### src/rtl/id_ex_stage.sv
// ---------------------------------------------------------------------------
// id_ex_stage
//
// ID/EX pipeline register plus the operand-select logic that feeds the ALU.
// Decoded fields are captured from the decode stage once per cycle. Results
// still in flight in EX/MEM and MEM/WB are forwarded onto the operands in the
// same cycle. A load followed directly by a consumer is detected here, and
// the stage inserts exactly one bubble for it.
//
// Ports:
//   clk, rst_n            - rising-edge clock, synchronous active-low reset
//   flush_i               - kill the instruction entering EX (branch taken)
//   hold_i                - downstream stall; freeze all registered state
//   id_*                  - decoded instruction fields from the decode stage
//   exmem_*               - EX/MEM forwarding source (write enable, rd, value)
//   memwb_*               - MEM/WB forwarding source (write enable, rd, value)
//   ex_valid              - the instruction in EX is real
//   ex_rd1, ex_rd2        - ALU operands (from registered state plus forwarding)
//   ex_alu_control        - registered ALU opcode
//   ex_store_data         - forwarded rs2 value for stores
//   ex_pc, ex_rd          - registered PC and destination index
//   ex_reg_write, ex_mem_read, ex_mem_write, ex_branch - registered control
//   hazard_stall          - load-use hazard; fetch/decode must hold
// ---------------------------------------------------------------------------
module id_ex_stage #(
    parameter int XLEN = 32,
    parameter int REGW = 5
) (
    input  logic                   clk,
    input  logic                   rst_n,
    input  logic                   flush_i,
    input  logic                   hold_i,

    input  logic                   id_valid,
    input  logic [XLEN-1:0]        id_rs1_data,
    input  logic [XLEN-1:0]        id_rs2_data,
    input  logic [XLEN-1:0]        id_imm,
    input  logic [XLEN-1:0]        id_pc,
    input  logic [REGW-1:0]        id_rs1,
    input  logic [REGW-1:0]        id_rs2,
    input  logic [REGW-1:0]        id_rd,
    input  logic [4:0]             id_alu_control,
    input  logic [1:0]             id_a_sel,
    input  logic                   id_b_imm,
    input  logic                   id_reg_write,
    input  logic                   id_mem_read,
    input  logic                   id_mem_write,
    input  logic                   id_branch,

    input  logic                   exmem_reg_write,
    input  logic [REGW-1:0]        exmem_rd,
    input  logic [XLEN-1:0]        exmem_result,
    input  logic                   memwb_reg_write,
    input  logic [REGW-1:0]        memwb_rd,
    input  logic [XLEN-1:0]        memwb_result,

    output logic                   ex_valid,
    output logic signed [XLEN-1:0] ex_rd1,
    output logic signed [XLEN-1:0] ex_rd2,
    output logic [4:0]             ex_alu_control,
    output logic [XLEN-1:0]        ex_store_data,
    output logic [XLEN-1:0]        ex_pc,
    output logic [REGW-1:0]        ex_rd,
    output logic                   ex_reg_write,
    output logic                   ex_mem_read,
    output logic                   ex_mem_write,
    output logic                   ex_branch,
    output logic                   hazard_stall
);

    // Registered fields that are not themselves outputs
    logic [XLEN-1:0] rs1_data_q;
    logic [XLEN-1:0] rs2_data_q;
    logic [XLEN-1:0] imm_q;
    logic [REGW-1:0] rs1_q;
    logic [REGW-1:0] rs2_q;
    logic [1:0]      a_sel_q;
    logic            b_imm_q;

    // Forwarded register values
    logic [XLEN-1:0] fwd_rs1;
    logic [XLEN-1:0] fwd_rs2;

    // Load-use detection. A load in EX has no data until after MEM, so a
    // decode-stage consumer of its rd must wait one cycle. Both source
    // indices are compared even when the instruction does not use rs2,
    // which can cause an extra stall. A flush discards the consumer, so
    // there is nothing left to stall for.
    always_comb begin
        hazard_stall = id_valid && ex_valid && ex_mem_read && (ex_rd != '0)
                       && ((ex_rd == id_rs1) || (ex_rd == id_rs2))
                       && !flush_i;
    end

    // Pipeline register. Reset, flush, and a load-use stall all load the
    // same all-zero bubble. Flush has priority over hold, so a killed
    // instruction cannot survive a downstream stall. Hold has priority over
    // the load-use bubble because a frozen stage must not lose the load.
    // When decode has no real instruction, its control bits are dropped.
    // This keeps later stages from acting on a stale decode.
    always_ff @(posedge clk) begin
        if (!rst_n || flush_i || (!hold_i && hazard_stall)) begin
            ex_valid       <= 1'b0;
            rs1_data_q     <= '0;
            rs2_data_q     <= '0;
            imm_q          <= '0;
            ex_pc          <= '0;
            rs1_q          <= '0;
            rs2_q          <= '0;
            ex_rd          <= '0;
            ex_alu_control <= 5'b00000;
            a_sel_q        <= 2'b00;
            b_imm_q        <= 1'b0;
            ex_reg_write   <= 1'b0;
            ex_mem_read    <= 1'b0;
            ex_mem_write   <= 1'b0;
            ex_branch      <= 1'b0;
        end else if (!hold_i) begin
            ex_valid       <= id_valid;
            rs1_data_q     <= id_rs1_data;
            rs2_data_q     <= id_rs2_data;
            imm_q          <= id_imm;
            ex_pc          <= id_pc;
            rs1_q          <= id_rs1;
            rs2_q          <= id_rs2;
            ex_rd          <= id_rd;
            ex_alu_control <= id_alu_control;
            a_sel_q        <= id_a_sel;
            b_imm_q        <= id_b_imm;
            ex_reg_write   <= id_valid && id_reg_write;
            ex_mem_read    <= id_valid && id_mem_read;
            ex_mem_write   <= id_valid && id_mem_write;
            ex_branch      <= id_valid && id_branch;
        end
    end

    // Same-cycle forwarding on the registered source indices. EX/MEM is the
    // younger result, so it wins over MEM/WB. x0 is hardwired to zero and is
    // never forwarded, even if some stage claims to write it.
    always_comb begin
        fwd_rs1 = rs1_data_q;
        if (exmem_reg_write && (exmem_rd != '0) && (exmem_rd == rs1_q))
            fwd_rs1 = exmem_result;
        else if (memwb_reg_write && (memwb_rd != '0) && (memwb_rd == rs1_q))
            fwd_rs1 = memwb_result;

        fwd_rs2 = rs2_data_q;
        if (exmem_reg_write && (exmem_rd != '0) && (exmem_rd == rs2_q))
            fwd_rs2 = exmem_result;
        else if (memwb_reg_write && (memwb_rd != '0) && (memwb_rd == rs2_q))
            fwd_rs2 = memwb_result;
    end

    // Operand selection. Operand A is rs1, PC (auipc/jal), or zero (lui).
    // Operand B is the immediate or rs2. Stores always need the real rs2
    // value, even when operand B carries the address offset.
    always_comb begin
        unique case (a_sel_q)
            2'b00:   ex_rd1 = fwd_rs1;
            2'b01:   ex_rd1 = ex_pc;
            default: ex_rd1 = '0;
        endcase
        ex_rd2        = b_imm_q ? imm_q : fwd_rs2;
        ex_store_data = fwd_rs2;
    end

endmodule

### config.mk
export PLATFORM = sky130hd
export DESIGN_NAME = id_ex_stage
export DESIGN_NICKNAME = d
export VERILOG_FILES = /design/src/rtl/id_ex_stage.sv
export SDC_FILE = /design/constraint.sdc
export NUM_CORES = 1
export LEC_CHECK = 0
export BUFFER_PORTS_ARGS = -buffer_cell sky130_fd_sc_hd__buf_2
export CAP_MARGIN = 20
export CORE_AREA = 3 3 147 149
export DETAILED_ROUTE_END_ITERATION = 8
export DIE_AREA = 0 0 150 152
export PLACE_DENSITY = 0.79
export SLEW_MARGIN = 20
export SYNTH_ARGS = -nofsm -noshare
export SYNTH_HDL_FRONTEND = slang
export SYNTH_SLANG_ARGS = --single-unit
export TNS_END_PERCENT = 100
### constraint.sdc
create_clock -name clk -period 2.1 [get_ports clk]
set_input_delay 0.315 -clock clk [delete_from_list [all_inputs] [get_ports clk]]
set_output_delay 0.315 -clock clk [all_outputs]
set_load 0.02 [all_outputs]
# ---- Word level (Yosys, flattened, before mapping)
# Index checks and enable logic that the tools add are counted.
# Widths: inputs -> output; s select.
dict set report word_totals {
  regBits 156
  input_bits 236
  out_inout_bits 144
  elab_cells 54
}
dict set report op_classes {
  n_eq_ne 7
  mux 6
  reduce_logical 26
}
# cell count
set ops {}
lappend ops {{$mux 32} 5}
lappend ops {{$pmux 32 s2} 1}
lappend ops {{$eq 5x5->1} 6}
lappend ops {{$logic_and 1x1->1} 16}
lappend ops {{$reduce_bool 5->1} 3}
lappend ops {{$logic_not 1->1} 3}
lappend ops {{$logic_or 1x1->1} 3}
lappend ops {{$eq 2x1->1 const B} 1}
lappend ops {{$logic_not 2->1} 1}

# ---- Depth between registers and ports, before layout
# Gate-level depths: netlist of the first run.
dict set report logic_depth {
  depth_word 7
  depth_mapped 7
  ltp_nobuf 5
}

# ---- Least setup slack after synthesis of the first run
# OpenSTA, ideal clock, no wires.
dict set report synth_timing {
  kind {input -> output}
  start {input port memwb_rd[0]}
  end {output port ex_rd2[10]}
  arrival_time_ns 2.120
  required_ns 1.785
  setup_slack_ns -0.335
  cell_stages 7
  path_cell_list {or4_4 a21oi_2 or3_1 buf_2 buf_4 a211oi_1 o31ai_1}
}
dict set report synth_via {
  elab_chain_len 6
}
# item line_no
set synth_rtl {}
lappend synth_rtl {{start: declaration} 54} ;# input logic [REGW-1:0] memwb_rd,
lappend synth_rtl {{$reduce_bool 5->1} 150} ;# else if (memwb_reg_write && (memwb_rd != '0) && (memwb_rd == rs2_q))
lappend synth_rtl {{$logic_and 1x1->1} 150}
lappend synth_rtl {{$logic_and 1x1->1 (*)} 150}
lappend synth_rtl {{$mux 32 (*)} 150}
lappend synth_rtl {{$mux 32 (*)} 148} ;# if (exmem_reg_write && (exmem_rd != '0) && (exmem_rd == rs2_q))
lappend synth_rtl {{$mux 32 (*)} 163} ;# ex_rd2 = b_imm_q ? imm_q : fwd_rs2;
lappend synth_rtl {{end: declaration} 59} ;# output logic signed [XLEN-1:0] ex_rd2,
# Every way passes the cells marked *; elsewhere a longest branch is shown, timed or not.

# ---- Final worst setup path of the first run
dict set report layout_timing {
  start {input port exmem_rd[1]}
  end {output port ex_store_data[19]}
}
dict set report layout_via {
  elab_chain_len 4
}
# item line_no
set layout_rtl {}
lappend layout_rtl {{start: declaration} 51} ;# input logic [REGW-1:0] exmem_rd,
lappend layout_rtl {{$reduce_bool 5->1} 148}
lappend layout_rtl {{$logic_and 1x1->1} 148}
lappend layout_rtl {{$logic_and 1x1->1 (*)} 148}
lappend layout_rtl {{$mux 32 (*)} 148}
lappend layout_rtl {{end: declaration} 61} ;# output logic [XLEN-1:0] ex_store_data,
# Marked as above.

==> results.py, run 1 <==
metrics = {
    "status": {
        "status": "finished with violations",
        "failed_checks": "negative setup slack",
    },
    "pwr": {
        "p_leak_nw": 5.865,
        "power_density_nw_per_um2": 596.5,
        "ir_drop_mv": 0.4939,
    },
    "clocking": {
        "htree_levels": 4,
        "worst_skew_pair.late_latency_ns": 0.43,
        "cts_sinks": 156,
        "cts_buffers": 17,
        "root_buffer": "clkbuf_16",
        "hold_buffers": 0,
        "cts_tree": "built",
        "cts_max_path_buffers": 2,
        "clk_pin_slew_ns": 0.07,
    },
    "global_route": {
        "antenna_found_initial": 4,
        "grt_max_degree": 87,
        "track_usage_pct": 29.87,
        "grt_pass1_vias": 9433,
        "grt_overflow": 0,
        "grt_pass1_wl_um": 53350,
    },
    "final_layout": {
        "register_area_um2": 3146,
        "drive_gt1_share_pct": 60.93,
        "areaGrowthSynthToFinish_pct": 83.92,
        "design_area_um2": 13510,
        "multi_input_area_um2": 5627,
        "nNetsFinal": 1495,
        "nFillCells": 1504,
    },
    "synth": {
        "ys_top_cells_by_count": "dfxtp_1 (156), a22o_1 (152), nor2_1 (69)",
        "synth.top_cell.area_share_pct": 42.51,
        "synth_most_common_cell": "dfxtp_1",
        "synth-edff-count": 0,
        "async_reset_ff_share_pct": 0,
        "synth.avg_cell_area_um2": 8.705,
        "syn_inst": 844,
        "yosysWarnings": 0,
        "synth-seq-area-share_pct": 42.51,
        "ys_ff_latch": 156,
        "synth_area_um2": 7347,
        "yosysTopAreaCell": "dfxtp_1",
        "synth_nets": 1080,
        "synth_flop_cell": "dfxtp_1",
        "ys_types": 37,
        "synth_area_leaders": "dfxtp_1 (43%), a22o_1 (18%), a211oi_1 (6.4%), nor2_1 (3.5%), xnor2_1 (3.5%)",
    },
    "die": {
        "rows": 52,
        "ios": 380,
        "dieWidth_um": 150,
        "die_y_um": 152,
        "coreArea_um2": 20300,
        "die-area_um2": 22800,
        "start_util_pct": 36.19,
    },
    "critical_path": {
        "crit_end": "ex_store_data[19]",
        "rr_startpoint": "ex_rd[0]",
        "crit_path_max_incr_delay_ns": 0.54,
        "critPathTopFamily": "buffers and inverters",
        "crit_required_ns": 1.78,
        "arrival_ns": 2.40,
        "worstPathCellList": "buf_6 -> or4_4 -> o211ai_1 -> buf_4 -> nor2_4 -> buf_12 -> buf_12 -> a211oi_2 -> nor2_1 -> buf_2",
        "worst_setup_path_end_kind": "output pin",
        "r2r_cells": 5,
        "cp-startpoint": "exmem_rd[1]",
        "critPathBufInv": 5,
        "r2r_end": "ex_pc[12]",
        "crit_top_cell": "buf_12",
        "cp_slowest_cell": "or4_4",
        "crit_path_max_fanout": 6,
        "setup.worst_path.class": "input port to output pin",
        "r2r_slack_ns": 0.10,
        "path_depth": 10,
        "cp-start-kind": "input port",
    },
    "timing": {
        "rsz0062_at_grt": "true",
        "setup_tns_ns": -48.68,
        "max_slew.worst_pin.slew_ns": 0.6114,
        "slew_viol_final": 0,
        "fin_ws_ns": -0.6172,
        "finalCriticalPeriod_ns": 2.717,
        "relSlewSlack_pct": 59.24,
        "fmax_mhz": 368.0,
        "clock_skew_ns": 0.02428,
        "finalSetupViolations": 96,
        "fin_crit_sh_pct": 129.4,
        "finalHoldViolations": 0,
    },
    "placement": {
        "detailedPlace.worstSlack_ns": -0.4961,
        "postPlaceCellArea_um2": 10660,
        "gp_congestion": 0.9126,
        "io_buffers": 379,
        "place_hpwl_um": 23030,
    },
    "run": {
        "drv_cap": 0,
    },
    "routing": {
        "wl_met2_um": 18620,
        "topRoutingLayerUsed": "met5",
        "dr.pass1.iters": 5,
        "drt-initial-drc-count": 658,
        "drt_wl_total_um": 37770,
        "drc": 0,
        "route.met3.wl_um": 3170,
        "num_vias": 9200,
        "post_drt_wl_per_cell_um": 24.46,
        "wirelength_met1_um": 13960,
        "drtAntennaViolNets": 0,
        "vias_per_cell": 5.959,
    },
    "worst_hold_path": {
        "hold_class": "input port to flop",
    },
}
[state kept, by name, summed over array words and instances (netlist names)]
signal and flops:
rs2_data_q 32, ex_rd 5, ex_mem_write 1, b_imm_q 1, ex_mem_read 1, rs1_q 5, imm_q 32, ex_reg_write 1
rs2_q 5, rs1_data_q 32, ex_alu_control 5, ex_pc 32, a_sel_q 2, ex_branch 1, ex_valid 1
[through the flow]
| stage | instances | util [%] | power (mW) | hold WS, ns |
|---|---|---|---|---|
| 6_report | 1544 | 66.57 | 8.060 | 0.09750 |
| 5_1_grt | 1544 | 66.57 | 8.307 | 0.09190 |
| 4_1_cts | 1533 | 62.72 | 7.893 | 0.09078 |
| 3_5_place_dp | 1476 | 52.52 | 4.493 | 0.4537 |
| 3_3_place_gp | 1476 | 52.52 | 4.474 | 0.4442 |
| 2_1_floorplan | 844 | - | 3.874 | 0.4422 |
[layer usage]
metal  global-route usage [%]  vias to the layer above
met5                        0                        -
met4                    15.77                        4
met3                    8.013                      135
met1                    35.05                     4493
met2                    49.53                      613
li1                         -                     3955
[logic make-up after synthesis]
kind of cell / Yosys count / synth area share [%]
AOI/OAI and AO/OA: 323 / 33.77
and+or+nand+nor: 217 / 13.37
DFF: 156 / 42.51
buffers and inverters: 118 / 6.761
xor gates and xnor gates: 29 / 3.457
muxes: 1 / 0.1362
[worst min path at each step]
stage	start	slack (ns)	depth (start not counted)	endpoint
after floorplan	imm_q[15]	0.44	1	imm_q[15]
after global placement	ex_reg_write	0.44	1	ex_reg_write
after detailed placement	ex_mem_write	0.45	1	ex_mem_write
after CTS	id_rs1_data[25]	0.09	2	rs1_data_q[25]
after global routing	id_rs2_data[11]	0.09	2	rs2_data_q[11]
final	id_rd[0]	0.1	2	ex_rd[0]
[timing repair]
item                                    4_1_cts  5_1_grt
pin swaps                                    61       49
setup buffers                                19        9
cloned                                        6        7
gates resized for setup                     288      148
endpoints found under the setup margin       97       97
[report_power, final]
part,leakage [nW],switching [mW],total [mW],internal (mW)
clock,0.291,1.39,3.21,1.81
combinational,4.30,0.907,1.70,0.791
sequential,1.28,0.101,3.16,3.06
[cell usage in the layout (no fill, tap or decap), types with 15 or more instances in the layout]
cell / count
buf_4: 69
nor3_2: 17
nand2_1: 65
nor2_2: 27
nor2_4: 17
dfxtp_1: 144
inv_1: 34
a22o_1: 152
xnor2_1: 15
nor3_1: 16
clkbuf_16: 24
a211oi_4: 50
buf_12: 25
o21ai_2: 38
nor4_2: 24
buf_6: 78
o21ai_1: 24
o31ai_4: 27
buf_2: 294
nor2_1: 26
[final cells by class]
type,instances,share of cell area [%]
clock inverter,14,1.185
antenna,2,0.03704
sequential,156,23.28
timing repair buffer,479,27.17
multi-input combinational,571,41.64
tap,270,2.500
clock buffer,18,3.250
inverter,34,0.9444
(Power assumes the default switching activity.)
==> run 2, diff against run 1 <==
==> constraint.sdc (replaced) <==
create_clock -name clk -period 2.1 [get_ports clk]
set_input_delay 0.105 -clock clk [delete_from_list [all_inputs] [get_ports clk]]
set_output_delay 0.105 -clock clk [all_outputs]
set_load 0.01 [all_outputs]
==> run 2 against run 1 <==
  * The flow still finishes with violations (negative setup slack)
  * Die area is the same
  * Setup slack gained 0.20 ns
  * Power shrank 1.5%
==> results.py, run 2 (same netlist as run 1, synthesis figures left out) <==
metrics = {
    "clocking": {
        "htree_levels": 4,
        "cts_max_path_buffers": 2,
        "worst_skew_pair.late_latency_ns": 0.43,
        "root_buffer": "clkbuf_16",
        "cts_sinks": 156,
        "clk_pin_slew_ns": 0.07,
        "cts_tree": "built",
        "cts_buffers": 17,
    },
    "routing": {
        "dr.pass1.iters": 5,
        "drt_wl_total_um": 42090,
        "post_drt_wl_per_cell_um": 24.79,
        "drc": 0,
        "drt-initial-drc-count": 1014,
        "num_vias": 10170,
        "vias_per_cell": 5.990,
        "drtAntennaViolNets": 0,
    },
    "timing": {
        "rsz0062_at_grt": "true",
        "holdWs_ns": 0.3606,
        "slew_viol_final": 0,
        "fin_ws_ns": -0.4201,
        "finalHoldViolations": 0,
        "clock_skew_ns": 0.01096,
        "finalCriticalPeriod_ns": 2.520,
        "setup_tns_ns": -29.77,
        "fmax_mhz": 396.8,
        "finalSetupViolations": 96,
        "relSlewSlack_pct": 64.51,
        "max_slew.worst_pin.slew_ns": 0.5323,
        "fin_crit_sh_pct": 120.0,
    },
    "placement": {
        "place_hpwl_um": 22610,
        "detailedPlace.worstSlack_ns": -0.09317,
        "postPlaceCellArea_um2": 9809,
        "gp_congestion": 0.9337,
        "io_buffers": 379,
    },
    "die": {
        "coreArea_um2": 20300,
        "die_y_um": 152,
        "ios": 380,
        "die-area_um2": 22800,
        "start_util_pct": 36.19,
        "rows": 52,
        "dieWidth_um": 150,
    },
    "final_layout": {
        "final_common_cell": "buf_2",
        "most-common-layout-cells": "buf_2 (379), dlygate4sd3_1 (156), a22o_1 (152)",
        "drive_gt1_share_pct": 48.98,
        "nNetsFinal": 1648,
        "final_util_pct": 68.97,
        "design_area_um2": 14000,
        "areaGrowthSynthToFinish_pct": 90.55,
        "nFillCells": 1409,
    },
    "critical_path": {
        "cp-start-kind": "input port",
        "crit_path_max_fanout": 5,
        "crit_required_ns": 2.00,
        "r2r_slack_ns": 0.03,
        "setup.worst_path.class": "input port to output pin",
        "worst_setup_path_end_kind": "output pin",
        "arrival_ns": 2.42,
    },
    "pwr": {
        "ir_drop_mv": 0.4811,
        "p_int_mw": 5.558,
        "p_leak_nw": 6.276,
        "pwr-share-clk_pct": 39.6,
        "p_seq_share_pct": 39.7,
        "power_density_nw_per_um2": 567.3,
        "switchingPower_mw": 2.384,
        "combinationalPowerShare_pct": 20.7,
        "swShare_pct": 30.02,
    },
    "global_route": {
        "grt_overflow": 0,
        "grt_max_degree": 80,
        "antenna_found_initial": 2,
        "track_usage_pct": 33.22,
        "grt_pass1_vias": 10160,
        "grt_pass1_wl_um": 59010,
    },
    "status": {
        "failed_checks": "negative setup slack",
        "status": "finished with violations",
    },
    "worst_hold_path": {
        "hold_class": "input port to flop",
    },
    "run": {
        "drv_cap": 0,
    },
}
run 2: cell count changes in the layout (fill, tap and decap cells not counted), moves of 24 or more:
cell | previous run | this run
buf_2 | 294 | 379
buf_4 | 69 | 45
buf_6 | 78 | 22
dlygate4sd3_1 | 0 | 156
o21ai_0 | 2 | 29
o21ai_2 | 38 | 6
o31ai_4 | 27 | 0
run 2: path summary, 6_finish.rpt:
check | start | end | depth (start not counted)
max reg2reg | ex_rd[1] | ex_pc[16] | 7
max | exmem_rd[1] | ex_rd2[30] | 8
min | flush_i | rs2_q[4] | 4
min reg2reg | ex_reg_write | ex_reg_write | 1
run 2: what timing repair did:
item,CTS,global route
hold buffers,156,0
hold endpoints to repair,156,0
pin swaps,98,89
setup buffers,19,20
endpoints found under the setup margin,96,128
gates cloned,9,4
resized for setup,206,97
run 2: worst max-delay path: stages:
cell       delay (ns)
buf_2            0.11
or4_1            0.61
o211ai_1         0.46
or2_4            0.27
bufbuf_16        0.30
nor2_4           0.05
o31ai_1          0.28
buf_2            0.23
run 2: routing by layer:
layer	vias to the layer above	wire (um)	track usage [%]
li1	4270	-	-
met3	186	4503	7.507
met4	0	2043	14.90
met1	4899	15480	40.84
met2	816	20060	55.26
met5	-	0	0
run 2: power by group through the flow:
stage | registers [mW] | clock network, mW | logic (mW)
final | 3.15 | 3.14 | 1.65
after global routing | 3.16 | 3.28 | 1.72
after CTS | 3.14 | 3.16 | 1.46
after detailed placement | 3.19 | 0 | 1.08
after global placement | 3.19 | 0 | 1.07
after floorplan | 3.19 | 0 | 0.491
run 2: final cells by class:
cell class	instances	area, um^2	area share, %
Antenna cell	3	7.507	0.05362
Clock buffer	18	429.2	3.066
Clock inverter	14	151.4	1.081
Inverter	34	127.6	0.9116
Multi-Input combinational cell	571	5081	36.29
Sequential cell	156	3148	22.49
Tap cell	270	337.8	2.413
Timing Repair Buffer	632	4717	33.69
run 2: stage by stage:
| step | total power [mW] | cells |
|---|---|---|
| global route | 8.153 | 1697 |
| floorplan | 3.678 | 844 |
| CTS | 7.761 | 1674 |
| global placement | 4.255 | 1461 |
| finish | 7.943 | 1698 |
| detailed placement | 4.270 | 1461 |
